[src/rtl/serializer_if.sv]
// Word-in / bit-out bundle between a word source and the serializer.
// The source drives iv_din/i_valid; the serializer drives everything else.
interface serializer_if #(
  parameter int LENGTH = 24
);
  logic [LENGTH-1:0] iv_din;
  logic              i_valid;
  logic              o_ready;
  logic              o_dout;
  logic              o_en;
  logic              o_tx_end;
  logic              o_busy;

  modport master (
    output iv_din, i_valid,
    input  o_ready, o_dout, o_en, o_tx_end, o_busy
  );

  modport slave (
    input  iv_din, i_valid,
    output o_ready, o_dout, o_en, o_tx_end, o_busy
  );
endinterface

[src/rtl/serializer.sv]
// Parallel-to-serial transmitter: LSB-first data with a per-bit strobe and an
// end-of-word strobe, followed by GAP_BITS idle bit periods.
module serializer #(
  parameter int LENGTH       = 24,
  parameter int CLKS_PER_BIT = 4,
  parameter int GAP_BITS     = 1
) (
  input  logic        i_clk,
  input  logic        i_rst_n,
  serializer_if.slave bus
);

  localparam int CLK_W   = (CLKS_PER_BIT > 1) ? $clog2(CLKS_PER_BIT) : 1;
  localparam int BIT_MAX = (LENGTH > GAP_BITS) ? LENGTH : GAP_BITS;
  localparam int BIT_W   = (BIT_MAX > 1) ? $clog2(BIT_MAX) : 1;

  localparam logic [CLK_W-1:0] CLK_LAST = CLK_W'(CLKS_PER_BIT - 1);
  localparam logic [BIT_W-1:0] BIT_LAST = BIT_W'(LENGTH - 1);
  localparam logic [BIT_W-1:0] GAP_LAST = (GAP_BITS > 0) ? BIT_W'(GAP_BITS - 1) : '0;

  typedef enum logic [1:0] {IDLE, SHIFT, GAP} state_t;

  state_t            state_q, state_d;
  logic [LENGTH-1:0] shift_q, shift_d;
  logic [BIT_W-1:0]  bit_cnt_q, bit_cnt_d;
  logic [CLK_W-1:0]  clk_cnt_q, clk_cnt_d;
  logic              period_end;

  assign period_end = (clk_cnt_q == CLK_LAST);

  always_ff @(posedge i_clk or negedge i_rst_n) begin
    if (!i_rst_n) begin
      state_q   <= IDLE;
      shift_q   <= '0;
      bit_cnt_q <= '0;
      clk_cnt_q <= '0;
    end else begin
      state_q   <= state_d;
      shift_q   <= shift_d;
      bit_cnt_q <= bit_cnt_d;
      clk_cnt_q <= clk_cnt_d;
    end
  end

  // bit_cnt counts data bits in SHIFT and idle bit periods in GAP.
  always_comb begin
    state_d   = state_q;
    shift_d   = shift_q;
    bit_cnt_d = bit_cnt_q;
    clk_cnt_d = clk_cnt_q;
    case (state_q)
      IDLE: begin
        if (bus.i_valid) begin
          shift_d   = bus.iv_din;
          bit_cnt_d = '0;
          clk_cnt_d = '0;
          state_d   = SHIFT;
        end
      end
      SHIFT: begin
        if (period_end) begin
          clk_cnt_d = '0;
          if (bit_cnt_q == BIT_LAST) begin
            bit_cnt_d = '0;
            state_d   = (GAP_BITS > 0) ? GAP : IDLE;
          end else begin
            shift_d   = shift_q >> 1;
            bit_cnt_d = bit_cnt_q + 1'b1;
          end
        end else begin
          clk_cnt_d = clk_cnt_q + 1'b1;
        end
      end
      GAP: begin
        if (period_end) begin
          clk_cnt_d = '0;
          if (bit_cnt_q == GAP_LAST) begin
            bit_cnt_d = '0;
            state_d   = IDLE;
          end else begin
            bit_cnt_d = bit_cnt_q + 1'b1;
          end
        end else begin
          clk_cnt_d = clk_cnt_q + 1'b1;
        end
      end
      default: state_d = IDLE;
    endcase
  end

  // All outputs decode registered state only, so the strobes are glitch-free.
  assign bus.o_ready  = (state_q == IDLE);
  assign bus.o_busy   = (state_q != IDLE);
  assign bus.o_dout   = (state_q == SHIFT) ? shift_q[0] : 1'b0;
  assign bus.o_en     = (state_q == SHIFT) && period_end;
  assign bus.o_tx_end = (state_q == SHIFT) && period_end && (bit_cnt_q == BIT_LAST);

endmodule

[src/flat_wrapper.sv]
// flat-port wrapper written by rule: the top's interface ports become plain ports
module serializer_flat 
#(
  parameter int LENGTH       = 24,
  parameter int CLKS_PER_BIT = 4,
  parameter int GAP_BITS     = 1
)
  (i_clk, i_rst_n, bus_iv_din, bus_i_valid, bus_o_ready, bus_o_dout, bus_o_en, bus_o_tx_end, bus_o_busy);
  serializer_if #(.LENGTH(LENGTH)) bus_i ();
  input  logic i_clk;
  input  logic i_rst_n;
  input wire logic [$bits(bus_i.iv_din)-1:0] bus_iv_din;
  input wire logic [$bits(bus_i.i_valid)-1:0] bus_i_valid;
  output wire logic [$bits(bus_i.o_ready)-1:0] bus_o_ready;
  output wire logic [$bits(bus_i.o_dout)-1:0] bus_o_dout;
  output wire logic [$bits(bus_i.o_en)-1:0] bus_o_en;
  output wire logic [$bits(bus_i.o_tx_end)-1:0] bus_o_tx_end;
  output wire logic [$bits(bus_i.o_busy)-1:0] bus_o_busy;
  assign bus_i.iv_din = bus_iv_din;
  assign bus_i.i_valid = bus_i_valid;
  assign bus_o_ready = bus_i.o_ready;
  assign bus_o_dout = bus_i.o_dout;
  assign bus_o_en = bus_i.o_en;
  assign bus_o_tx_end = bus_i.o_tx_end;
  assign bus_o_busy = bus_i.o_busy;
  serializer #(.LENGTH(LENGTH), .CLKS_PER_BIT(CLKS_PER_BIT), .GAP_BITS(GAP_BITS)) u_core (.i_clk(i_clk), .i_rst_n(i_rst_n), .bus(bus_i));
endmodule
[config.mk]
export PLATFORM = sky130hd
export DESIGN_NAME = serializer_flat
export DESIGN_NICKNAME = d
export VERILOG_FILES = /design/src/rtl/serializer_if.sv /design/src/rtl/serializer.sv /design/src/flat_wrapper.sv
export SDC_FILE = /design/constraint.sdc
export NUM_CORES = 1
export LEC_CHECK = 0
export ABC_AREA = 1
export CORE_MARGIN = 2
export CORE_UTILIZATION = 50
export DETAILED_ROUTE_END_ITERATION = 10
export GPL_TIMING_DRIVEN = 0
export PLACE_DENSITY = 0.83
export RECOVER_POWER = 50
export SLEW_MARGIN = 20
export SYNTH_ARGS = -nofsm -noshare
export SYNTH_HDL_FRONTEND = slang
export SYNTH_SLANG_ARGS = --single-unit
[constraint.sdc]
create_clock -name i_clk -period 2.45 [get_ports i_clk]
set_input_delay 0.3675 -clock i_clk [delete_from_list [all_inputs] [get_ports i_clk]]
set_output_delay 0.3675 -clock i_clk [all_outputs]
set_load 0.1 [all_outputs]
# == Yosys cells after proc, flatten, opt, wreduce, memory -nomap -nowiden ==
# Index checks and enable logic that the tools add are counted.
# classes
reduce_logical,13
n_addsub,2
n_mux,20
eq_ne,10
# op_table
operator,count
$mux 24,3
$pmux 24 s2,1
$mux 5,5
$pmux 5 s3,1
$mux 2,7
$reduce_and 4->1,2
$ne 2x1->1 const B,3
$ne 2x2->1 const B,3
$pmux 2 s3,1
$reduce_bool 2->1,3
$add 5x1->5 const B,1
$eq 5x5->1 const B,1
$logic_not 5->1,1
$reduce_and 5->1,1
$eq 2x2->1 const B,2
$pmux 2 s2,1
$reduce_bool 3->1,1
$add 2x1->2 const B,1
$eq 2x1->1 const B,1
$logic_and 1x1->1,2
$logic_not 2->1,1
$reduce_and 2->1,1
$reduce_or 2->1,1
$mux 1,1
# word_totals
reg_bits,33

# == Depth between registers and ports, before layout ==
# logic_depth
ltp_word,4
ltp_mapped,9

# == Worst setup path after synthesis ==
# OpenSTA, ideal clock, no wires.
# synth_timing
path_kind,flip-flop to flip-flop
start,reg u_core.state_q[0]
end,reg u_core.shift_q[20]
synth_period_minus_slack_ns,2.984
setup_time_ns,0.117
t_arrival_ns,2.867
stages_incl_launch_ff,9
required_time_ns,2.333
path_slack_ns,-0.534
n_path_buf,1
path_cell_list,dfrtp_1 > inv_1 > ha_1 > inv_1 > nand2_1 > nand3_2 > buf_4 > nand2_1 > nand2_1
# synth_between
elab_chain_cells,3
word_cells_on_any_way,8
classes_between,eq/ne: 4; mux: 1; reduce/logical: 3
# synth_rtl
item,line,rtl
"start, declared",serializer.sv:23,"state_t state_q, state_d;"
"start signal, assigned",serializer.sv:38,state_q <= state_d;
$logic_not 2->1 (*),n/a,
net bus_o_ready,flat_wrapper.sv:14,output wire logic [$bits(bus_i.o_ready)-1:0] bus_o_ready;
$ne 2x2->1 (no source line) / $reduce_bool 2->1 (equally long branches),n/a,
$reduce_and 4->1 (no source line),n/a,
"end signal, assigned",serializer.sv:39,shift_q <= shift_d;
"end, declared",serializer.sv:24,"logic [LENGTH-1:0] shift_q, shift_d;"
# Mark *: on every way through the listed nets, which the timed path passes. The rest lies on a longest branch.
# A chain may end at the register's enable or synchronous reset.

# == Final worst setup path ==
# layout_timing
start,reg u_core.state_q[0]
end,out bus_o_busy
# layout_between
elab_chain_cells,1
# layout_rtl
item,line,rtl
$reduce_bool 2->1,serializer.sv:93,assign bus.o_busy = (state_q != IDLE);
"end, declared",flat_wrapper.sv:18,output wire logic [$bits(bus_i.o_busy)-1:0] bus_o_busy;
# No other way between the ends.

==> results.ini <==
[clocking]
clock_latency_ns=0.29
cts_setup_buffers=0
cts.sinks=33
cts_buffers=5
htree_levels=2
clk_pin_slew_worst_paths_ns=0.07
cts_tree=built
cts_max_path_buffers=2
root_buffer=clkbuf_8

[yosys]
syn_avg_cell_area_um2=7.05
syn_nets=306
ys_warn_count=0
syn_inst=272
synth_top_family_by_area=simple AND/OR/NAND/NOR gates
synth-compound-area-share_pct=1.96
synthXorXnorAreaFrac_pct=0.913
synth_cell_types=18
synth_mux_area_share_pct=0
yosysSeqAreaShare_pct=43.1
synthAdderAreaFrac_pct=4.57
synth-simple-area-share_pct=41.6
synth_area_um2=1920
yosys_register_bits=33

[die]
die_height_um=65.9
row_count=22
start_util_pct=52.4
io_pins=32
die_w_um=65.9
core_area_um2=3660
die-area_um2=4350

[placed_design]
placedInstanceArea_um2=2320
post-place-cells=352
portBuffers=31
place_hpwl_mm=3.08
gp_congestion=0.873

[timing]
setup_viol=0
slew_viol_final=0
fin_skew_ns=0.00440
max_freq_ghz=0.437
setup_tns_ns=0
rsz0062_at_grt=false
relSlewSlack_pct=11.7
finalHoldViolations=0
layout_worst_path_cycle_share_pct=93.4
fin_crit_ns=2.29
worst_slew_pin_slew_ns=1.32

[global_routing]
grt_pass1_vias=1701
grt_max_degree=31
grt_pass1_wl_mm=7.49
overflow=0
grt_usage_pct=22.7
grt_antenna_before_repair=0

[power]
power.density_nw_per_um2=1210
power_mw=2.97
ir_worst_vdd_v=0.000665
p_leak_nw=1.36

[worst_setup_path]
path_buf_inv=3
required_ns=2.08
crit_family=buffers and inverters
crit_fanout=6
critPathSlowestCell=dlygate4sd2_1
r2r-start=u_core.state_q[0]
crit_type=flip-flop to output pin
crit_arrival_ns=1.92
endpoint_kind=output pin
worstPathCellList=inv_1 > ha_4 > clkinvlp_4 > dlygate4sd2_1
critPathLaunchType=flip-flop
crit_start=u_core.state_q[0]
slowest_delay_ns=0.84

[route]
drtAntennaViolNets=0
drtPass1Iterations=4
drc=0
routed-via-count=1818
wirelength_mm=4.33
viasPerCell=5.05
first_iter_violations=108
wire_per_inst_um=12.0

[finish]
layout-drive-gt1-share_pct=9.94
layout.nets=345
final_common_cell=nand2_1
area_delta_synth_final_pct=27.7
nFillCells=311
multiInputGateArea_um2=955
final-instance-count-excl-fill=360
finalInstanceArea_um2=2450
regArea_um2=826
insertedDiodeCount=0
finish.utilization_pct=66.9
most-common-layout-cells=nand2_1 (142), dfrtp_1 (33), nand4_1 (28), clkdlybuf4s50_1 (25), inv_1 (18)

[min_path]
hold_path.class=input port to asynchronous set/reset pin

[job]
cap_violations=0

[outcome]
status=finished clean

[logic make-up (layout without fill, tap and decap cells)]
group / Yosys count / in the layout
AOI/OAI and AO/OA: 7 / 7
buffers and inverters: 35 / 75
and+or+nand+nor: 188 / 188
adders and majority gates: 7 / 7
DFF: 33 / 33
xor gates and xnor gates: 2 / 2
[sequential cells by signal (all words and copies together), names as in the netlist]
signal,cells
u_core.shift_q,24
u_core.bit_cnt_q,5
u_core.clk_cnt_q,2
u_core.state_q,2
[layer usage]
metal | share of wire (%) | track usage [%] | wire length [µm] | up-vias
met1 | 49 | 29.2 | 2110 | 834
met4 | 1.4 | 7.14 | 59 | 0
met2 | 45 | 37.4 | 1960 | 34
met3 | 4.5 | 6.13 | 195 | 6
li1 | - | - | - | 944
met5 | 0 | 0 | 0 | -
[metrics by stage]
step | worst slack [ns] | hold slack [ns]
3_3_place_gp | -0.517 | 0.454
3_5_place_dp | -0.539 | 0.198
5_1_grt | 0.0855 | 0.481
6_report | 0.162 | 0.444
2_1_floorplan | 0.0782 | 0.0719
4_1_cts | 0.0221 | 0.431
[timing repair]
item,in CTS,in global routing
hold endpoints to repair,3,0
resized for setup,21,1
hold buffers,1,0
setup endpoints to repair,5,3
gates cloned,0,0
[final cells by class]
cell class              count  share of cell area, %
plain buffers              12                   2.76
repair buffers             33                   13.1
clock buffers               5                   2.81
well taps                  48                   2.45
flip-flops and latches     33                   33.7
inverters                  22                   3.53
clock inverters             3                   2.66
multi-input cells         204                   39.0
[synth_stat cells]
master | number | share of area (%)
nand2_1 | 142 | 28
dfrtp_1 | 33 | 43
nand4_1 | 28 | 9.1
inv_1 | 19 | 3.7
buf_2 | 11 | 2.9
nand3_1 | 8 | 2.1
ha_1 | 7 | 4.6
nor2_1 | 7 | 1.4
inv_2 | 3 | 0.59
a21oi_1 | 2 | 0.52
buf_4 | 2 | 0.78
o21ai_0 | 2 | 0.52
o21ai_1 | 2 | 0.52
xor2_1 | 2 | 0.91
and2_1 | 1 | 0.33
nand2_2 | 1 | 0.33
nand3_2 | 1 | 0.52
o21a_1 | 1 | 0.39
[final timing paths]
check | endpoint | slack, ns | depth (start not counted)
worst max register to register | u_core.bit_cnt_q[3] | 0.70 | 7
worst min register to register | u_core.shift_q[9] | 0.47 | 2
min in group i_clk | u_core.shift_q[9] | 0.47 | 2
worst max-delay path | bus_o_busy | 0.16 | 4
worst min-delay path | u_core.bit_cnt_q[4] | 0.44 | 2
max in group asynchronous | u_core.shift_q[1] | 0.48 | 3
[power by group]
part	total, mW	switching (mW)	internal (mW)
registers	0.873	0.115	0.758
logic	1.48	0.998	0.486
clock network	0.608	0.204	0.404
total	2.97	1.32	1.65
Note: power is estimated with default switching activity, not from simulation.
